File: src/rtl/tdm_demux_if.sv
// Serial-in / parallel-out bundle of the TDM link receiver.
// The master side drives the serial stream; the slave side (the demux) drives the
// parallel channel registers and status strobes.
interface tdm_demux_if #(
  parameter int NUM_CH = 4,
  parameter int WIDTH  = 8
);
  logic                    in;
  logic                    in_valid;
  logic                    frame_start;
  logic [NUM_CH*WIDTH-1:0] out;
  logic [NUM_CH-1:0]       ch_valid;
  logic                    out_valid;
  logic                    frame_err;
  logic                    busy;

  modport master (
    output in, in_valid, frame_start,
    input  out, ch_valid, out_valid, frame_err, busy
  );

  modport slave (
    input  in, in_valid, frame_start,
    output out, ch_valid, out_valid, frame_err, busy
  );
endinterface

File: src/rtl/tdm_demux.sv
// TDM serial link receiver: deserializes MSB-first words, routes word k of a frame
// into channel register k, and flags frame completion / mid-frame restarts.
module tdm_demux #(
  parameter int NUM_CH = 4,
  parameter int WIDTH  = 8
) (
  input  logic        clk,
  input  logic        rst_n,
  tdm_demux_if.slave  bus
);

  localparam int BW = $clog2(WIDTH);
  localparam int CW = $clog2(NUM_CH);
  localparam logic [BW-1:0] LAST_BIT = BW'(WIDTH - 1);
  localparam logic [CW-1:0] LAST_CH  = CW'(NUM_CH - 1);

  typedef enum logic [0:0] {
    S_IDLE = 1'b0,
    S_RECV = 1'b1
  } state_t;

  state_t                  r_state;
  state_t                  w_state_nxt;
  logic [WIDTH-1:0]        r_shreg;
  logic [BW-1:0]           r_bit_cnt;
  logic [CW-1:0]           r_ch_cnt;
  logic [NUM_CH*WIDTH-1:0] r_out;
  logic [NUM_CH-1:0]       r_ch_valid;
  logic                    r_out_valid;
  logic                    r_frame_err;

  logic                    w_restart;
  logic                    w_abort;
  logic                    w_shift;
  logic                    w_word_done;
  logic                    w_frame_done;
  logic [WIDTH-1:0]        w_word;

  // The word being completed includes the bit arriving on this edge.
  assign w_word = {r_shreg[WIDTH-2:0], bus.in};

  // State register.
  always_ff @(posedge clk or negedge rst_n) begin
    if (!rst_n) begin
      r_state <= S_IDLE;
    end else begin
      r_state <= w_state_nxt;
    end
  end

  // Next-state and datapath control decode; a frame_start in RECV restarts the frame.
  always_comb begin
    w_state_nxt  = r_state;
    w_restart    = 1'b0;
    w_abort      = 1'b0;
    w_shift      = 1'b0;
    w_word_done  = 1'b0;
    w_frame_done = 1'b0;
    case (r_state)
      S_IDLE: begin
        if (bus.in_valid && bus.frame_start) begin
          w_restart   = 1'b1;
          w_state_nxt = S_RECV;
        end else begin
          w_state_nxt = S_IDLE;
        end
      end
      S_RECV: begin
        if (bus.in_valid) begin
          if (bus.frame_start) begin
            w_restart   = 1'b1;
            w_abort     = 1'b1;
            w_state_nxt = S_RECV;
          end else begin
            w_shift = 1'b1;
            if (r_bit_cnt == LAST_BIT) begin
              w_word_done = 1'b1;
              if (r_ch_cnt == LAST_CH) begin
                w_frame_done = 1'b1;
                w_state_nxt  = S_IDLE;
              end else begin
                w_state_nxt  = S_RECV;
              end
            end else begin
              w_word_done = 1'b0;
            end
          end
        end else begin
          w_state_nxt = S_RECV;
        end
      end
      default: begin
        w_state_nxt = S_IDLE;
      end
    endcase
  end

  // Shift register and bit/channel counters; in_valid low holds everything.
  always_ff @(posedge clk or negedge rst_n) begin
    if (!rst_n) begin
      r_shreg   <= '0;
      r_bit_cnt <= '0;
      r_ch_cnt  <= '0;
    end else if (w_restart) begin
      r_shreg   <= {{(WIDTH-1){1'b0}}, bus.in};
      r_bit_cnt <= BW'(1);
      r_ch_cnt  <= '0;
    end else if (w_shift) begin
      r_shreg <= w_word;
      if (w_word_done) begin
        r_bit_cnt <= '0;
        r_ch_cnt  <= w_frame_done ? '0 : r_ch_cnt + CW'(1);
      end else begin
        r_bit_cnt <= r_bit_cnt + BW'(1);
      end
    end
  end

  // Channel registers: only reset clears them; each word lands in its channel slot.
  always_ff @(posedge clk or negedge rst_n) begin
    if (!rst_n) begin
      r_out <= '0;
    end else begin
      for (int k = 0; k < NUM_CH; k++) begin
        if (w_word_done && (r_ch_cnt == CW'(k))) begin
          r_out[k*WIDTH +: WIDTH] <= w_word;
        end
      end
    end
  end

  // Per-channel valid flags, cleared whenever a new frame begins.
  always_ff @(posedge clk or negedge rst_n) begin
    if (!rst_n) begin
      r_ch_valid <= '0;
    end else if (w_restart) begin
      r_ch_valid <= '0;
    end else begin
      for (int k = 0; k < NUM_CH; k++) begin
        if (w_word_done && (r_ch_cnt == CW'(k))) begin
          r_ch_valid[k] <= 1'b1;
        end
      end
    end
  end

  // One-cycle completion and abort strobes; they are mutually exclusive by decode.
  always_ff @(posedge clk or negedge rst_n) begin
    if (!rst_n) begin
      r_out_valid <= 1'b0;
      r_frame_err <= 1'b0;
    end else begin
      r_out_valid <= w_frame_done;
      r_frame_err <= w_abort;
    end
  end

  assign bus.out       = r_out;
  assign bus.ch_valid  = r_ch_valid;
  assign bus.out_valid = r_out_valid;
  assign bus.frame_err = r_frame_err;
  assign bus.busy      = (r_state == S_RECV);

endmodule

File: src/flat_wrapper.sv
// flat-port wrapper written by rule: the top's interface ports become plain ports
module tdm_demux_flat 
#(
  parameter int NUM_CH = 4,
  parameter int WIDTH  = 8
)
  (clk, rst_n, bus_in, bus_in_valid, bus_frame_start, bus_out, bus_ch_valid, bus_out_valid, bus_frame_err, bus_busy);
  tdm_demux_if #(.NUM_CH(NUM_CH), .WIDTH(WIDTH)) bus_i ();
  input  logic clk;
  input  logic rst_n;
  input wire logic [$bits(bus_i.in)-1:0] bus_in;
  input wire logic [$bits(bus_i.in_valid)-1:0] bus_in_valid;
  input wire logic [$bits(bus_i.frame_start)-1:0] bus_frame_start;
  output wire logic [$bits(bus_i.out)-1:0] bus_out;
  output wire logic [$bits(bus_i.ch_valid)-1:0] bus_ch_valid;
  output wire logic [$bits(bus_i.out_valid)-1:0] bus_out_valid;
  output wire logic [$bits(bus_i.frame_err)-1:0] bus_frame_err;
  output wire logic [$bits(bus_i.busy)-1:0] bus_busy;
  assign bus_i.in = bus_in;
  assign bus_i.in_valid = bus_in_valid;
  assign bus_i.frame_start = bus_frame_start;
  assign bus_out = bus_i.out;
  assign bus_ch_valid = bus_i.ch_valid;
  assign bus_out_valid = bus_i.out_valid;
  assign bus_frame_err = bus_i.frame_err;
  assign bus_busy = bus_i.busy;
  tdm_demux #(.NUM_CH(NUM_CH), .WIDTH(WIDTH)) u_core (.clk(clk), .rst_n(rst_n), .bus(bus_i));
endmodule
File: config.mk
export PLATFORM = sky130hd
export DESIGN_NAME = tdm_demux_flat
export DESIGN_NICKNAME = d
export VERILOG_FILES = /design/src/rtl/tdm_demux_if.sv /design/src/rtl/tdm_demux.sv /design/src/flat_wrapper.sv
export SDC_FILE = /design/constraint.sdc
export NUM_CORES = 1
export LEC_CHECK = 0
export ABC_CLOCK_PERIOD_IN_PS = 4300
export CORE_MARGIN = 1
export CORE_UTILIZATION = 35
export CTS_CLUSTER_SIZE = 25
export DETAILED_ROUTE_END_ITERATION = 8
export MAX_ROUTING_LAYER = met4
export SYNTH_ARGS = -nofsm -noshare
export SYNTH_HDL_FRONTEND = slang
export SYNTH_SLANG_ARGS = --single-unit
File: constraint.sdc
create_clock -name clk -period 4.3 [get_ports clk]
set_input_delay 0.43 -clock clk [delete_from_list [all_inputs] [get_ports clk]]
set_output_delay 0.43 -clock clk [all_outputs]
set_load 0.03 [all_outputs]
Word level (Yosys, flattened, before mapping):

Index checks and enable logic that the tools add are counted.
W data, S select, Z words.

* add/subtract/negate cells: 2
* equal/unequal tests: 4
* multiplexer cells: 36
* bitwise gates (word level): 1
* reductions and logical operators: 13

Operators with widths (count)
* $mux W1: 24
* $mux W7: 2
* $reduce_bool A2 Y1: 6
* $mux W3: 3
* $mux W2: 4
* $logic_and A1 B1 Y1: 5
* $eq A2 B2 Y1 const B: 2
* $mux W4: 1
* $pmux W1 S2: 2
* $add A3 B1 Y3 const B: 1
* $eq A3 B3 Y1 const B: 1
* $add A2 B1 Y2 const B: 1
* $eq A2 B1 Y1 const B: 1
* $logic_not A2 Y1: 1
* $reduce_and A2 Y1: 1
* $not A1 Y1: 1

* register bits: 51
* logic and storage cells: 70

Logic depth before layout (Yosys ltp):

* word-level depth: 10
* depth in mapped cells: 7
* depth with buffers taken out: 6

Worst setup path after synthesis:

Ideal clock, no wire load.

* path kind: flip-flop to flip-flop
* start point: register u_core.r_bit_cnt[0]
* end point: register u_core.r_out[24] (netlist: u_core.bus.out[24])
* arrival: 1573 ps
* data required time: 4175 ps
* path slack: 2602 ps
* cell stages (with the launch flop): 7
* cells stage by stage: dfrtp_1 -> ha_1 -> ha_1 -> and4b_1 -> buf_12 -> nand2_8 -> mux2_4

* cells in the longest elaborated chain, start to end: 6

RTL lines
* from (decl): line tdm_demux.sv:25 `logic [BW-1:0] r_bit_cnt;`
* from (signal assigned): line tdm_demux.sv:114 `r_bit_cnt <= r_bit_cnt + BW'(1);`
* $eq A3 B3 Y1: line tdm_demux.sv:76 `if (r_bit_cnt == LAST_BIT) begin`
* $mux W1: line tdm_demux.sv:76
* $mux W1: line tdm_demux.sv:70 `if (bus.frame_start) begin`
* $mux W1: line tdm_demux.sv:69 `if (bus.in_valid) begin`
* $mux W1: line tdm_demux.sv:59 `case (r_state)`
* $logic_and A1 B1 Y1: line tdm_demux.sv:125 `if (w_word_done && (r_ch_cnt == CW'(k))) begin`
* to (signal, indexed assignment): line tdm_demux.sv:126 `r_out[k*WIDTH +: WIDTH] <= w_word;`
* to (decl): line tdm_demux.sv:27 `logic [NUM_CH*WIDTH-1:0] r_out;`

Every way passes these cells.
A chain may end at the register's enable or synchronous reset.

Worst setup path in the final report:

* start point: input port bus_in_valid
* end point: register u_core.r_out[31] (netlist: u_core.bus.out[31])

* cells in the longest elaborated chain, start to end: 3

RTL lines
* from (decl): line flat_wrapper.sv:12 `input wire logic [$bits(bus_i.in_valid)-1:0] bus_in_valid;`
* $mux W1: line tdm_demux.sv:69
* $mux W1: line tdm_demux.sv:59
* $logic_and A1 B1 Y1: line tdm_demux.sv:125

Every way passes these cells.

==> results by group <==
Worst setup path
  – Crit end category: flop
  – Worst Path Max Fanout: 20
  – Critical path required time: 4.50 ns
  – CP Depth: 4
  – Crit path max-delay family: simple AND/OR/NAND/NOR gates
  – RR Startpoint: u_core.r_bit_cnt[0]
  – CP max stage cell: clkdlybuf4s50_1
  – Crit start category: input pin
  – Critical path arrival: 2.70 ns
  – R2R depth: 5
  – Crit-path cells: clkdlybuf4s50_1 > and4b_1 > nand2_8 > mux2_4
  – Worst Path Buf+Inv: 1
  – Worst R2R Setup Slack: 2.05 ns
  – WS Path Type: input pin to flop
  – Max incr delay on CP: 0.87 ns
  – Crit Reg-Reg Endpoint: u_core.bus.out[31]

STA
  – Hold slack: 0.3325 ns
  – Min cycle time layout: 2.499 ns
  – Final setup vio count: 0
  – Achievable Freq: 0.4001 GHz
  – Slew @ Worst Pin: 1.105 ns
  – Post-route clock skew: 0.003037 ns
  – Max-slew headroom: 26.34%
  – Pins Over Slew Limit: 0
  – RSZ-0062 raised after global routing: false
  – Final Hold Viols: 0
  – Fin crit share: 58.12%
  – Setup TNS: 0 ns
  – Worst Slack Setup Final: 1.801 ns

Clocking
  – Cts-stage hold buffer count: 0
  – Worst-Skew Late Latency: 0.30 ns
  – Post_cts resized: 0
  – Post CTS Setup Buffer Count: 0
  – CTS H-tree lvls: 2
  – Clk sinks: 51
  – Clk slew on worst S/H paths: 0.09 ns
  – CTS Buf Count: 5
  – CTS tree: built
  – Root buf cell: clkbuf_8
  – Clk buf depth: 2

GRT
  – Largest net degree at the start of global routing: 52
  – First-pass GRT wire length: 7314 um
  – Initial antenna violation count: 0
  – Number of global-route vias before repair: 1390
  – All-Layer GR Usage: 15.29%
  – Gr ovfl total: 0

Synth
  – Synth Cell Area: 2262 um^2
  – Ys async rst share: 100.0%
  – Top-count cell post-synth: dfrtp_1
  – Seq/Total Area, Yosys: 56.42%
  – Syn nets: 160
  – Top_reg_cell synth: dfrtp_1
  – Syn_area_per_cell: 15.18 um^2
  – Yosys cell types: 23
  – #FFs+latches synth: 51
  – Number of synthesized flops with an enable pin: 0
  – Leading post-synthesis cells by cell area: dfrtp_1 56%, mux2_4 21%, nand2_8 3.5%, ha_1 3.3%, a2bb2oi_1 2.7%
  – Synth Instances: 149
  – Area leader, netlist: dfrtp_1
  – Yosys warning total: 0
  – Area share of the largest cell type after synthesis: 56.42%
  – Synth cell count leaders: 51 x dfrtp_1, 32 x mux2_4, 9 x inv_1

Pwr
  – Leakage: 0.001355 uW
  – PD cells: 322.7 nW/um^2
  – Maximum vdd drop: 148.6 uV

Placement
  – Routability Congestion: 0.7314
  – Post-DP HPWL: 3059 um
  – Worst slack, placed: 1.468 ns
  – Port Buffer Count: 43

Layout
  – Register area: 1276 um^2
  – Final nets: 203
  – Area growth syn-to-layout: 24.67%
  – Fillers: 539
  – Inserted Diodes: 0
  – Final Util: 46.53%
  – Multi-input logic area: 902.1 um^2
  – Share of cells above drive strength 1: 23.83%

Die
  – Core area: 6061 um^2
  – Die area: 6789 um^2
  – Die H: 82.40 um
  – Top Ports: 44
  – Initial Util: 37.32%
  – Die X: 82.40 um
  – Site Rows: 28

Routing
  – WL/cell: 16.50 um
  – Starting DRT DRC Count: 43
  – Via count: 1344
  – DR DRC count: 0
  – TritonRoute pass-1 iters: 4
  – Drt via density: 5.015
  – DRT antenna net count: 0
  – Final wirelength: 4423 um

Outcome
  – Status: finished, final reports clean

Hold path
  – Hold Crit Class: input pin to asynchronous set/reset pin

Job
  – MaxCap Viol Count: 0
worst max path at each step:
stage | endpoint | from | slack (ns)
after floorplan | u_core.bus.out[24] | u_core.r_bit_cnt[0] | 2.60
after global placement | u_core.bus.out[26] | bus_in_valid | 1.54
after detailed placement | u_core.bus.out[30] | bus_in_valid | 1.47
after CTS | u_core.bus.out[25] | bus_in_valid | 1.80
after global routing | u_core.bus.out[25] | bus_in_valid | 1.71
final | u_core.bus.out[31] | bus_in_valid | 1.80
cell families (layout without fill, tap and decap cells):
| kind of cell | Yosys count | in the layout | share of synthesized area (%) |
|---|---|---|---|
| simple gates | 15 | 15 | 6.361 |
| flops | 51 | 51 | 56.42 |
| mux | 34 | 34 | 22.18 |
| compound gates | 27 | 27 | 8.020 |
| buf+inv | 16 | 60 | 3.706 |
| fa+ha+maj | 6 | 6 | 3.318 |
sequential cells by signal, summed over array words and instances, names as in the netlist:
register and flops:
u_core.bus.out 32, u_core.r_shreg 7, u_core.bus.ch_valid 4, u_core.r_bit_cnt 3, u_core.r_ch_cnt 2, u_core.bus.busy 1
u_core.bus.frame_err 1, u_core.bus.out_valid 1
per-layer routing:
metal	part of all wire [%]	routed length [um]	up-vias	track usage, %
met2	47	2095	46	23.22
met3	4.9	218	8	2.967
met1	46	2036	675	20.21
met5	0	0	-	-
met4	1.7	73	0	5.789
li1	-	-	615	-
power breakdown:
| part | switching (uW) | leakage [uW] | internal [uW] |
|---|---|---|---|
| Clock | 164 | 0.0000402 | 114 |
| Sequential | 17.9 | 0.000697 | 499 |
| Combinational | 67.2 | 0.000617 | 49.3 |
area by class of cell:
type	count	share of cell area, %
tap	75	3.327
timing repair buffer	43	15.08
clock buffer	5	2.440
inverter	9	1.198
sequential	51	45.25
clock inverter	3	0.7099
multi-input combinational	82	31.99
per-stage QoR:
step | instances | area, um^2 | power [uW]
floorplan | 149 | 2262 | 602.0
global route | 268 | 2820 | 959.3
CTS | 268 | 2820 | 921.0
finish | 268 | 2820 | 910.0
detailed placement | 260 | 2731 | 643.9
global placement | 260 | 2731 | 636.4
placed cells by master (no fill, tap or decap):
| cell type | n |
|---|---|
| a21oi_1 | 7 |
| a22o_1 | 2 |
| a22oi_1 | 1 |
| a2bb2oi_1 | 7 |
| and2_1 | 1 |
| and3_1 | 1 |
| and4b_1 | 2 |
| buf_2 | 1 |
| clkbuf_8 | 5 |
| clkdlybuf4s50_1 | 42 |
| clkinv_2 | 1 |
| clkinvlp_4 | 2 |
| dfrtp_1 | 51 |
| ha_1 | 6 |
| inv_1 | 9 |
| mux2_2 | 1 |
| mux2_4 | 32 |
| mux2i_1 | 1 |
| nand2_1 | 4 |
| nand2_8 | 4 |
| nor2_1 | 1 |
| nor3_1 | 1 |
| nor3b_1 | 1 |
| o21ai_0 | 2 |
| o22ai_1 | 8 |
Power figures use the tool's default switching activity.
